--- src/rtl/fetch_stage.sv ---
// rtl/fetch_stage.sv - RV32I fetch stage and F->D pipeline register
// Owns the PC, applies stall/redirect, kills wrong-path fetches and decodes D-stage fields.
module fetch_stage #(
    parameter logic [31:0] PC_RESET = 32'h0000_0000,
    parameter logic [31:0] NOP_INST = 32'h0000_0013
) (
    input  logic        clk,
    input  logic        rst,
    input  logic        stall,
    input  logic        next_pc_sel,
    input  logic [31:0] jb_pc,
    output logic [31:0] im_addr,
    input  logic [31:0] im_rdata,
    output logic [31:0] D_pc,
    output logic [31:0] D_inst,
    output logic [4:0]  opcode,
    output logic [2:0]  func3,
    output logic        func7,
    output logic [4:0]  rd,
    output logic [4:0]  rs1,
    output logic [4:0]  rs2,
    output logic [31:0] D_imm,
    output logic [31:0] fetch_cnt
);

    localparam logic [4:0] OP_LOAD   = 5'b00000;
    localparam logic [4:0] OP_IMM    = 5'b00100;
    localparam logic [4:0] OP_AUIPC  = 5'b00101;
    localparam logic [4:0] OP_STORE  = 5'b01000;
    localparam logic [4:0] OP_LUI    = 5'b01101;
    localparam logic [4:0] OP_BRANCH = 5'b11000;
    localparam logic [4:0] OP_JALR   = 5'b11001;
    localparam logic [4:0] OP_JAL    = 5'b11011;

    logic [31:0] f_pc;
    logic        d_kill;
    logic        hold_valid;
    logic [31:0] hold_inst;

    // Redirect outranks stall so a taken branch is never lost behind a load-use hold.
    always_ff @(posedge clk or posedge rst) begin
        if (rst) begin
            f_pc       <= PC_RESET;
            D_pc       <= 32'h0;
            d_kill     <= 1'b1;
            hold_valid <= 1'b0;
            hold_inst  <= 32'h0;
            fetch_cnt  <= 32'h0;
        end else if (!next_pc_sel) begin
            f_pc       <= jb_pc & ~32'h1;
            D_pc       <= f_pc;
            d_kill     <= 1'b1;
            hold_valid <= 1'b0;
        end else if (stall) begin
            // Memory keeps reading F_pc, so the D instruction must be captured once.
            if (!hold_valid) begin
                hold_inst  <= im_rdata;
                hold_valid <= 1'b1;
            end
        end else begin
            f_pc       <= f_pc + 32'd4;
            D_pc       <= f_pc;
            d_kill     <= 1'b0;
            hold_valid <= 1'b0;
            fetch_cnt  <= fetch_cnt + 32'd1;
        end
    end

    assign im_addr = f_pc;
    assign D_inst  = d_kill ? NOP_INST : (hold_valid ? hold_inst : im_rdata);
    assign opcode  = D_inst[6:2];
    assign func3   = D_inst[14:12];
    assign func7   = D_inst[30];
    assign rd      = D_inst[11:7];
    assign rs1     = D_inst[19:15];
    assign rs2     = D_inst[24:20];

    always_comb begin
        D_imm = 32'h0;
        case (opcode)
            OP_LOAD, OP_IMM, OP_JALR:
                D_imm = {{20{D_inst[31]}}, D_inst[31:20]};
            OP_STORE:
                D_imm = {{20{D_inst[31]}}, D_inst[31:25], D_inst[11:7]};
            OP_BRANCH:
                D_imm = {{19{D_inst[31]}}, D_inst[31], D_inst[7], D_inst[30:25],
                         D_inst[11:8], 1'b0};
            OP_LUI, OP_AUIPC:
                D_imm = {D_inst[31:12], 12'b0};
            OP_JAL:
                D_imm = {{11{D_inst[31]}}, D_inst[31], D_inst[19:12], D_inst[20],
                         D_inst[30:21], 1'b0};
            default:
                D_imm = 32'h0;
        endcase
    end

endmodule

--- config.mk ---
export PLATFORM = sky130hd
export DESIGN_NAME = fetch_stage
export DESIGN_NICKNAME = d
export VERILOG_FILES = /design/src/rtl/fetch_stage.sv
export SDC_FILE = /design/constraint.sdc
export NUM_CORES = 1
export LEC_CHECK = 0
export ABC_AREA = 0
export BUFFER_PORTS_ARGS = -buffer_cell sky130_fd_sc_hd__buf_2
export CORE_MARGIN = 3
export CORE_UTILIZATION = 55
export CTS_BUF_LIST = sky130_fd_sc_hd__clkbuf_8
export CTS_CLUSTER_SIZE = 10
export DETAILED_ROUTE_END_ITERATION = 12
export PLACE_DENSITY = 0.95
export SYNTH_ARGS = -nofsm -noshare
export SYNTH_HDL_FRONTEND = slang
export SYNTH_SLANG_ARGS = --single-unit
--- constraint.sdc ---
create_clock -name clk -period 8.36 [get_ports clk]
set_input_delay 0.836 -clock clk [delete_from_list [all_inputs] [get_ports clk]]
set_output_delay 0.836 -clock clk [all_outputs]
set_load 0.01 [all_outputs]
## Yosys cells after proc, flatten, opt, wreduce, memory -nomap -nowiden

Cells that the tools add are included.

| word-level totals | value |
|---|---|
| bits in registers | 130 |
| input bits | 68 |
| output and inout bits | 184 |
| logic and storage cells | 33 |

| cells by class | value |
|---|---|
| add/subtract/negate cells | 2 |
| equal/unequal tests | 8 |
| mux-type cells | 11 |
| bitwise operators | 1 |
| reductions and logical operators | 5 |

Operator list:

| cell | count |
|---|---|
| two-way mux 32 bit | 6 |
| case mux 32 bit (5 select lines) | 1 |
| adder 32 x 1 -> 32 bit (second input constant) | 1 |
| adder 32 x 3 -> 32 bit (second input constant) | 1 |
| equality test 5 bit (second input constant) | 3 |
| equality test 5 x 3 -> 1 bit (second input constant) | 2 |
| equality test 5 x 4 -> 1 bit (second input constant) | 2 |
| logical NOT 5 bit | 1 |
| two-way mux 1 bit | 4 |
| AND reduction 2 bit | 2 |
| OR reduction 3 bit | 1 |
| inequality test 2 bit (second input constant) | 1 |
| OR reduction 2 bit | 1 |
| NOT 1 bit | 1 |

## Longest topological paths before layout

| depth | value |
|---|---|
| depth after elaboration | 5 |
| gate-level depth with buffers | 7 |

## Worst setup path after synthesis

Ideal clock, no wire load.

| path | value |
|---|---|
| kind | input port to output port |
| from | in im_rdata[4] |
| to | out D_imm[22] |
| data arrival time | 2.219 ns |
| required time | 7.524 ns |
| path slack | 5.305 ns |
| stages | 5 |
| cells stage by stage | or3b_1 -> a2111oi_2 -> o221ai_1 -> clkbuf_1 -> o21ai_0 |

| between the ends | value |
|---|---|
| word-level cells in the longest chain between the ends | 5 |

RTL lines:

| item | RTL line | RTL |
|---|---|---|
| start: declaration | 13 | `input logic [31:0] im_rdata,` |
| two-way mux 32 bit (*) | n/a |  |
| two-way mux 32 bit (*) | 70 | `assign D_inst = d_kill ? NOP_INST : (hold_valid ? hold_inst : im_rdata);` |
| equality test 5 x 3 -> 1 bit, or another cell as far along | 80 | `case (opcode)` |
| OR reduction 3 bit / OR reduction 2 bit (equally long branches) | 80 |  |
| case mux 32 bit (5 select lines) (*) | 80 |  |
| end: declaration | 22 | `output logic [31:0] D_imm,` |

Every way passes the cells marked *; elsewhere a longest branch is shown, timed or not.

## Worst setup path in the final report

| path | value |
|---|---|
| from | reg hold_valid |
| to | out D_imm[24] |

| between the ends | value |
|---|---|
| word-level cells in the longest chain between the ends | 5 |

RTL lines:

| item | RTL line | RTL |
|---|---|---|
| start: declaration | 37 | `logic hold_valid;` |
| start signal: assignment | 46 | `hold_valid <= 1'b0;` |
| start signal: assignment | 53 | `hold_valid <= 1'b0;` |
| start signal: assignment | 58 | `hold_valid <= 1'b1;` |
| two-way mux 32 bit (*) | n/a |  |
| two-way mux 32 bit (*) | 70 |  |
| equality test 5 x 3 -> 1 bit, or another cell as far along | 80 |  |
| OR reduction 3 bit / OR reduction 2 bit (equally long branches) | 80 |  |
| case mux 32 bit (5 select lines) (*) | 80 |  |

Marked as above.

==> results by group <==
STA
  • Final worst-path cycle share: 0.4622
  • RSZ-0062 raised after global routing: false
  • Setup violators final: 0
  • Clock skew: 6.117 ps
  • Setup TNS: 0 ps
  • Minimum clock period: 3864 ps
  • Worst slew pin tran: 937.8 ps
  • Final Hold Viols: 0
  • Slew Viols, Final: 0
  • Rel. slew slack: 0.3748
  • Fmax: 258.8 MHz

Place
  • RD Place Congestion: 0.8411
  • Dpl hpwl: 13150 µm
  • Port Buf Inserts: 248

Floorplan
  • Core ar.: 0.01166 mm²
  • Num ports: 252
  • Die area: 0.01360 mm²
  • # rows: 39
  • Initial Util: 0.5770
  • Die Width: 116.6 µm
  • Die boundary height: 116.6 µm

Critical path
  • Critical path class: register to primary output
  • CP Capture Type: primary output
  • CP delay by family, top: compound AO/OA/AOI/OAI gates
  • Worst r2r dst: im_addr[26]
  • CP max-delay cell: o221ai_1
  • Worst path required time: 7520 ps
  • Crit path DAT: 3030 ps
  • CP peak stage delay: 670 ps
  • R2R Setup Slk: 5940 ps
  • CP max FO: 45
  • Startpoint Class: register
  • Crit path buf inv count: 2
  • Reg2reg start: im_addr[2]
  • Critical-path cell list: buf_4, mux2i_1, a2111oi_2, o221ai_1, o21ai_0, buf_2
  • FF-to-FF path depth: 5

Clock tree
  • CTS Buffer Depth: 2
  • Gates resized, CTS repair: 0
  • Buffer count from post-CTS setup fixing: 0
  • Hold_buf cts: 0
  • Clk pin slew, worst setup/hold paths: 70 ps
  • CTS H-tree lvls: 4
  • TritonCTS clock tree: yes
  • Worst-Skew Late Latency: 410 ps
  • Clock tree sinks: 128
  • Root Buffer: clkbuf_8
  • Num CTS Buffers: 17

Power
  • Pwr Density: 197.3 mW/mm²
  • Reg power frac: 0.475
  • LEAKAGE: 4.005 nW
  • Sw Ratio: 0.3008
  • Psw: 0.0004898 W
  • Clock share of power: 0.317
  • Comb power frac: 0.208
  • Cell internal power dissipation: 0.001138 W
  • Total Power: 0.001628 W
  • Max rail drop VDD: 0.0001548 V

Detailed routing
  • Pre-Repair DR Iteration Count: 5
  • Final WL: 17860 µm
  • Final ANT Viol Nets: 0
  • Initial DRC count: 500
  • WL/cell: 17.69 µm
  • DR vias/cell: 5.735
  • Total vias in the final route: 5792
  • Drc violations: 0

Synth
  • Fraction of registers with async set/reset: 1.000
  • Yosys reg bits: 128
  • Post-synth EDFFs: 0
  • Post-Syn Area: 0.006729 mm²
  • Mapped Cells: 639
  • Syn. warnings: 0
  • Ys flop type: dfrtp_1
  • Syn avg cell area: 10.53 µm²
  • Yosys cell types: 54
  • Post-synth top area cell: dfrtp_1
  • Seq/Total Area, Yosys: 0.4762
  • Area contributors post-synth: dfrtp_1 (47%), mux2_2 (11%), mux2i_1 (4.9%), xnor2_1 (4.7%), nor2_1 (3.1%)
  • Top cell type's share of synthesized area: 0.4723

Layout
  • Most common cell after layout, fill and taps aside: buf_2
  • Area delta synth->final: 22.65%
  • Final Net Count: 924
  • Layout cells sized above 1: 0.4302
  • Most frequent cells in the layout: buf_2 (248), dfrtp_1 (126), mux2_2 (63), nor2_1 (56), xnor2_1 (36)
  • Ant diodes: 0

Global route
  • First-pass GRT wire length: 27500 µm
  • Initial antenna violation count: 0
  • Tot GR Track Use: 0.2569
  • Largest net degree at the start of global routing: 77
  • Vias in the first global route: 5479
  • GRT Residual Overflow: 0

Run
  • Max-Cap Viols: 0

Min path
  • Min-Delay Endpoint: D_pc[24]
  • HP Class: register to register
  • Hold depth: 2
  • Worst hold path startpoint: D_pc[24]

Run status
  • Outcome: finished, final reports clean
[kinds of logic after synthesis]
group | count (synthesis) | synth area share
buf+inv | 77 | 0.05969
simple gates | 201 | 0.1640
compound gates | 91 | 0.08535
xor+xnor | 43 | 0.05597
fa+ha+maj | 2 | 0.003718
mux | 96 | 0.1545
other cells | 1 | 0.0005573
flops | 128 | 0.4762
[power by group through the flow]
stage / Combinational, W / Clock (W) / Sequential, W
2_1_floorplan: 0.000198 / 0 / 0.000785
3_3_place_gp: 0.000330 / 0 / 0.000775
3_5_place_dp: 0.000341 / 0 / 0.000784
5_1_grt: 0.000374 / 0.000555 / 0.000786
4_1_cts: 0.000343 / 0.000527 / 0.000773
6_report: 0.000339 / 0.000516 / 0.000773
[cells in the mapped netlist, drive strengths merged (2+ instances only)]
master / n
a31oi: 17
clkbuf: 16
or4: 10
buf: 41
a31o: 3
a211o: 2
xnor2: 36
and2: 3
inv: 20
or3: 7
nand3b: 5
mux2: 63
nand3: 24
or2: 15
o22ai: 6
nor3: 7
or3b: 3
ha: 2
xor2: 7
and3: 9
a21oi: 17
o211ai: 9
nor2b: 2
nor2: 56
nor4: 2
nand4: 22
and4b: 2
mux2i: 33
o31ai: 6
dfrtp: 127
o21ai: 23
nand2: 23
o221ai: 2
and4: 8
[worst register-to-register path, cell delays in order (launching register included)]
cell and delay (ps):
dfrtp_1 480, ha_1 220, nand4_2 190, or4_1 690, or4_1 540, a31oi_1 210
[worst max path at each step]
stage                startpoint   endpoint  depth (start not counted)
floorplan                   rst   D_pc[10]                          1
global placement    im_rdata[4]  D_imm[24]                          6
detailed placement  im_rdata[4]  D_imm[24]                          6
CTS                  hold_valid  D_imm[24]                          6
global route         hold_valid  D_imm[24]                          6
finish               hold_valid  D_imm[24]                          6
[stage by stage]
stage,worst slack (ps),utilization,hold WS (ps),std cells,cell area [µm²]
3_3_place_gp,4858,0.6740,458.7,978,7860
3_5_place_dp,4810,0.6740,464.7,978,7860
4_1_cts,4494,0.7076,475.0,1010,8253
2_1_floorplan,4113,-,449.6,640,6733
5_1_grt,4226,0.7076,488.3,1010,8253
6_report,4496,0.7076,475.7,1010,8253
[state kept, by name (all words and copies together) (netlist names)]
register / count
im_addr: 31
fetch_cnt: 32
hold_valid: 1
hold_inst: 32
D_pc: 31
d_kill: 1
[per-layer routing]
layer / track usage / vias to the layer above / wire length [µm]
li1: - / 2711 / -
met1: 0.3079 / 2796 / 6974
met2: 0.4504 / 254 / 9270
met3: 0.06788 / 31 / 1255
met4: 0.08563 / 0 / 362
met5: 0 / - / 0
[final cells by class]
cell class | instances | area, µm²
clock buffer | 20 | 275.3
multi-input combinational | 435 | 3127
timing repair buffer | 252 | 1271
clock inverter | 12 | 117.6
inverter | 20 | 77.57
tap | 143 | 178.9
fill | 890 | 3410
sequential | 128 | 3206
Power figures use the tool's default switching activity.
